$ cat config.mk
export PLATFORM = sky130hd
export DESIGN_NAME = rr_priority_encoder
export DESIGN_NICKNAME = d
export VERILOG_FILES = /design/src/rtl/rrpe_pkg.sv /design/src/rtl/rrpe_pick.sv /design/src/rtl/rr_priority_encoder.sv
export SDC_FILE = /design/constraint.sdc
export NUM_CORES = 1
export LEC_CHECK = 0
export CAP_MARGIN = 40
export CORE_MARGIN = 2
export CORE_UTILIZATION = 54
export CTS_BUF_LIST = sky130_fd_sc_hd__clkbuf_4 sky130_fd_sc_hd__clkbuf_8
export CTS_CLUSTER_DIAMETER = 150
export DETAILED_ROUTE_END_ITERATION = 8
export PLACE_DENSITY = 0.8
export SYNTH_ARGS = -nofsm -noshare
export SYNTH_HDL_FRONTEND = slang
export SYNTH_SLANG_ARGS = --single-unit
$ cat constraint.sdc
create_clock -name clk -period 4.7 [get_ports clk]
set_clock_uncertainty 0.2 [all_clocks]
set_input_delay 0.94 -clock clk [delete_from_list [all_inputs] [get_ports clk]]
set_output_delay 0.94 -clock clk [all_outputs]
set_load 0.03 [all_outputs]
$ cat src/rtl/rrpe_pkg.sv
// Shared constants and helpers for the round-robin priority encoder.
// Optional request masking is enabled by defining RRPE_MASK_EN.
package rrpe_pkg;

    localparam int MODE_FIXED = 0;
    localparam int MODE_RR    = 1;

    // Index width for an n-entry request vector, never narrower than one bit.
    function automatic int idx_w(input int n);
        return (n > 1) ? $clog2(n) : 1;
    endfunction

    // Next index after idx, wrapping at n rather than at a power of two.
    function automatic int wrap_inc(input int idx, input int n);
        return (idx + 1 >= n) ? 0 : idx + 1;
    endfunction

endpackage

$ cat src/rtl/rrpe_pick.sv
// Combinational picker: selects one index from a request vector.
// Fixed mode picks the highest set bit. Round-robin mode picks the first
// set bit found when scanning upward from start_i with wrap modulo N.
// The round-robin search doubles the vector, rotates it so that start_i
// lands at bit 0, and scans upward from there.
module rrpe_pick
    import rrpe_pkg::*;
#(
    parameter  int N = 8,
    localparam int W = idx_w(N)
) (
    input  logic [N-1:0] req_i,
    input  logic [W-1:0] start_i,
    input  logic         mode_i,
    output logic         found_o,
    output logic [W-1:0] idx_o,
    output logic         multi_o
);

    localparam int WP = W + 1;

    logic [2*N-1:0] dblReq;
    logic [N-1:0]   rotReq;
    logic [W-1:0]   rotOffset;
    logic [W-1:0]   fixIdx;
    logic [WP-1:0]  rrSum;

    assign dblReq = {req_i, req_i};

    // Rotate the doubled vector so that rotReq[0] is the request at start_i.
    always_comb begin
        rotReq = '0;
        for (int k = 0; k < N; k++) begin
            rotReq[k] = dblReq[{1'b0, start_i} + WP'(k)];
        end
    end

    // Find the lowest set bit of the rotated vector, which is the distance from start_i.
    always_comb begin
        rotOffset = '0;
        for (int k = N - 1; k >= 0; k--) begin
            if (rotReq[k]) begin
                rotOffset = W'(k);
            end
        end
    end

    // Find the highest set bit of the unrotated vector for fixed priority.
    always_comb begin
        fixIdx = '0;
        for (int k = 0; k < N; k++) begin
            if (req_i[k]) begin
                fixIdx = W'(k);
            end
        end
    end

    // Map the rotated offset back to an absolute index, wrapping modulo N.
    always_comb begin
        rrSum = {1'b0, start_i} + {1'b0, rotOffset};
        if (rrSum >= WP'(N)) begin
            rrSum = rrSum - WP'(N);
        end
    end

    assign found_o = |req_i;
    assign multi_o = |(req_i & (req_i - N'(1)));
    assign idx_o   = mode_i ? rrSum[W-1:0] : fixIdx;

endmodule

$ cat src/rtl/rr_priority_encoder.sv
// Registered N-input priority encoder with a valid/ready output handshake.
// MODE selects fixed priority (highest index wins) or round-robin.
// When RRPE_MASK_EN is defined, the port req_mask_i is added and masked
// requests are removed before picking.
module rr_priority_encoder
    import rrpe_pkg::*;
#(
    parameter  int N    = 8,
    parameter  int MODE = 1,
    localparam int W    = idx_w(N)
) (
    input  logic         clk,
    input  logic         rst,
    input  logic [N-1:0] req_i,
`ifdef RRPE_MASK_EN
    input  logic [N-1:0] req_mask_i,
`endif
    input  logic         out_ready,
    output logic         out_valid,
    output logic [W-1:0] out_idx,
    output logic         out_multi
);

    localparam logic IS_RR = (MODE == MODE_RR);

    logic         valid_q, valid_d;
    logic [W-1:0] idx_q, idx_d;
    logic         multi_q, multi_d;
    logic [W-1:0] ptr_q, ptr_d;

    logic [N-1:0] reqEff;
    logic         loadEn;
    logic [W-1:0] startIdx;
    logic         pickFound;
    logic [W-1:0] pickIdx;
    logic         pickMulti;

`ifdef RRPE_MASK_EN
    assign reqEff = req_i & ~req_mask_i;
`else
    assign reqEff = req_i;
`endif

    assign loadEn   = !valid_q || out_ready;
    assign startIdx = W'(wrap_inc(int'(ptr_q), N));

    rrpe_pick #(
        .N(N)
    ) u_pick (
        .req_i   (reqEff),
        .start_i (startIdx),
        .mode_i  (IS_RR),
        .found_o (pickFound),
        .idx_o   (pickIdx),
        .multi_o (pickMulti)
    );

    // Load a new grant when the output slot is free or being consumed; otherwise hold.
    always_comb begin
        valid_d = valid_q;
        idx_d   = idx_q;
        multi_d = multi_q;
        ptr_d   = ptr_q;
        if (loadEn) begin
            if (pickFound) begin
                valid_d = 1'b1;
                idx_d   = pickIdx;
                multi_d = pickMulti;
                if (IS_RR) begin
                    ptr_d = pickIdx;
                end
            end else begin
                valid_d = 1'b0;
            end
        end
    end

    // Output register and round-robin pointer; reset discards any pending grant.
    always_ff @(posedge clk) begin
        if (rst) begin
            valid_q <= 1'b0;
            idx_q   <= '0;
            multi_q <= 1'b0;
            ptr_q   <= W'(N - 1);
        end else begin
            valid_q <= valid_d;
            idx_q   <= idx_d;
            multi_q <= multi_d;
            ptr_q   <= ptr_d;
        end
    end

    assign out_valid = valid_q;
    assign out_idx   = idx_q;
    assign out_multi = multi_q;

endmodule

==> results.cfg <==
[run_status]
run_status = finished, final reports clean

[place]
gp_congestion = 0.7464
place.port_buffers = 15
dp_hpwl_mm = 1.675
dp_slack_ns = 0.4085

[synthesis]
netlist_area_sq_um = 937.1
synth_top_family_by_area = multiplexers
ys_warn_count = 0
yosysUniqueCellTypes = 40
synth_xor_area_frac = 0.02804
syn_nets = 127
synthMuxAreaShare = 0.2150
syn-instance-count = 109
syn_avg_cell_area_sq_um = 8.598
synth-simple-area-share = 0.1949
synth_fa_ha_area_frac = 0.1228
yosysSeqAreaShare = 0.1709
synth_seq_cells = 8
synth_compound_area_frac = 0.2150

[critical_path]
endpoint_kind = flop
cp_max_fo = 6
endpoint = out_idx[2]
start_kind = flop
cp_slowest_cell = mux4_1
arrival_ns = 4.16
worstSetupPathType = flop to flop
required_ns = 4.70
startpoint = ptr_q[1]
rrSetupSlack_ns = 0.54
r2r-start = ptr_q[1]
critPathMaxStageDelay_ns = 0.59
rr_worst_depth = 15
reg2reg_to = out_idx[2]
crit_chain = ha_1 > a31oi_2 > inv_2 > ha_1 > mux4_1 > mux2i_1 > o21ai_0 > a31oi_1 > a21boi_0 > ha_1 > inv_1 > fa_1 > xnor2_1 > a211o_1 > a31oi_1
crit_top_cell = ha_1

[detailed_routing]
drtAntennaViolNets = 0
wire_per_inst_um = 14.62
routed_via_density = 6.142
drtPass1Iterations = 4
drt_iter0_markers = 14
wirelength_mm = 2.061
vias = 866
drcViolationCount = 0

[die]
ios = 16
die_h_um = 45.66
die_area_sq_mm = 0.002085
chipWidth_um = 45.66
num_rows = 15
core_area_sq_mm = 0.001670
start_util = 0.5610

[timing]
worstMarginPinSlew_ns = 0.4548
rsz0062_at_grt = no
post-route-min-period_ns = 4.165
slew_viol_final = 0
worst_slack_ns = 0.5353
setup-violations-final = 0
fmax_mhz = 240.1
hold_violations = 0
whs_ns = 0.2869
relSlewSlack = 0.6968
tns_ns = 0
post-route-period-util = 0.8861

[clocking]
worstSkewPairLatency_ns = 0.27
cts_max_path_buffers = 2
htree_levels = 1
clk_pin_slew_worst_paths_ns = 0.06
cts-resized-gates = 0
post_cts_buffers = 0
clock_sinks = 8
numCtsBuffers = 3
cts_tree = yes
cts_hold_buf = 0
root_buffer = clkbuf_4

[pwr]
irDropWorstVdd_mv = 0.4030
p_total_uw = 930.7
p_leak_uw = 0.0004610
powerDensity_mw_per_mm2 = 834.8

[min_path]
hp-class = flop to flop

[flow_run]
drv_cap = 0

[global_route]
grt_pass1_vias = 740
grt_use_total = 0.2192
grt_pass1_wl_mm = 3.249
grt_max_degree = 17
antenna_found_initial = 0
overflow = 0

[layout]
layout.nets = 144
syn_to_final_growth_pct = 18.96
drive_gt1_frac = 0.1371
multi_input_area_sq_um = 726.9
ff_latch_area_sq_um = 160.2
n_antenna_cell = 0
final.fill_count = 140
utilization = 0.6674
state kept, by name (all words and copies together) (netlist names):
register,flops
ptr_q,3
out_multi,1
out_idx,3
out_valid,1
cell usage after synthesis:
library cell	n	area share
nand2b_1	1	0.0067
o22ai_1	1	0.0067
nor2_1	9	0.036
o21ai_1	1	0.0053
buf_2	1	0.0053
o21ai_0	3	0.016
a31oi_2	1	0.013
nand2_2	1	0.0067
mux4_1	1	0.028
a21oi_1	9	0.048
ha_1	6	0.080
a31oi_1	2	0.013
a21boi_0	1	0.0080
nor2b_4	1	0.015
nand2_1	9	0.036
a21oi_4	1	0.017
a211oi_2	1	0.013
fa_1	1	0.021
mux4_2	1	0.024
a211oi_1	2	0.016
inv_1	6	0.024
inv_2	1	0.0040
maj3_1	2	0.021
mux2_2	2	0.024
or3_4	1	0.012
dfxtp_1	8	0.17
clkbuf_1	2	0.0080
mux2i_1	13	0.14
nand3_1	2	0.011
a31o_2	1	0.0093
o21a_1	2	0.016
buf_6	1	0.012
nor3_1	2	0.011
xnor2_1	3	0.028
or4_4	1	0.012
o31ai_4	1	0.023
nor2b_1	4	0.027
and4_1	1	0.0093
nand4_1	2	0.013
a211o_1	1	0.0093
per-layer routing:
metal | vias up | global-route usage | share of wire | wire, um
li1 | 432 | - | - | -
met1 | 402 | 0.2458 | 0.42 | 861
met2 | 22 | 0.3859 | 0.52 | 1064
met3 | 10 | 0.04762 | 0.030 | 61
met4 | 0 | 0.1059 | 0.036 | 74
met5 | - | 0 | 0 | 0
worst min-delay path by stage:
stage / from / to / slack (ns) / cells after the start
5_1_grt: out_idx[2] / out_idx[2] / 0.31 / 2
2_1_floorplan: ptr_q[2] / ptr_q[2] / 0.34 / 2
6_report: out_idx[2] / out_idx[2] / 0.29 / 2
4_1_cts: out_idx[2] / out_idx[2] / 0.29 / 2
3_3_place_gp: out_idx[0] / out_idx[0] / 0.24 / 2
3_5_place_dp: out_idx[2] / out_idx[2] / 0.28 / 2
layout by cell type, fill, tap and decap left out:
cell type / count
a211o_1: 1
a211oi_1: 2
a211oi_2: 1
a21boi_0: 1
a21oi_1: 9
a21oi_4: 1
a31o_2: 1
a31oi_1: 2
a31oi_2: 1
and4_1: 1
buf_4: 1
clkbuf_4: 3
clkdlybuf4s50_1: 15
dfxtp_1: 8
fa_1: 1
ha_1: 6
inv_1: 6
inv_2: 1
maj3_1: 2
mux2_2: 2
mux2i_1: 13
mux4_1: 1
mux4_2: 1
nand2_1: 9
nand2_2: 1
nand2b_1: 1
nand3_1: 2
nand4_1: 2
nor2_1: 9
nor2b_1: 4
nor2b_4: 1
nor3_1: 2
o21a_1: 2
o21ai_0: 3
o21ai_1: 1
o22ai_1: 1
o31ai_4: 1
or3_4: 1
or4_4: 1
xnor2_1: 3
power by group:
group | total [uW] | switching [uW] | internal, uW | leakage [uW]
sequential | 111 | 20.3 | 91.1 | 0.0000668
combinational | 762 | 425 | 338 | 0.000380
clock | 56.9 | 27.4 | 29.5 | 0.0000138
critical path: cells and delay by family (launching register included):
family	cells	cell delay, ns
AO/OA/AOI/OAI	6	1.23
adder cells (fa/ha/maj)	4	1.11
multiplexers	2	0.83
flip-flops	1	0.46
buffers and inverters	2	0.16
XOR/XNOR	1	0.10
through the flow:
stage / std cells / area (sq um)
global route: 141 / 1115
global placement: 138 / 1092
floorplan: 109 / 937.1
CTS: 141 / 1115
detailed placement: 138 / 1092
finish: 141 / 1115
cell type report:
type                            instances  share of cell area
Timing Repair Buffer                   16              0.1414
Clock buffer                            3             0.02020
Sequential cell                         8              0.1437
Multi-Input combinational cell         90              0.6521
Tap cell                               17             0.01908
Inverter                                7             0.02357
logic make-up (layout without fill, tap and decap cells):
| logic type | Yosys count | count (layout) |
|---|---|---|
| buf+inv | 11 | 26 |
| simple gates | 34 | 34 |
| fa+ha+maj | 9 | 9 |
| mux | 17 | 17 |
| xor+xnor | 3 | 3 |
| compound gates | 27 | 27 |
| flops | 8 | 8 |
No activity file was read; power rests on OpenSTA's default activity.
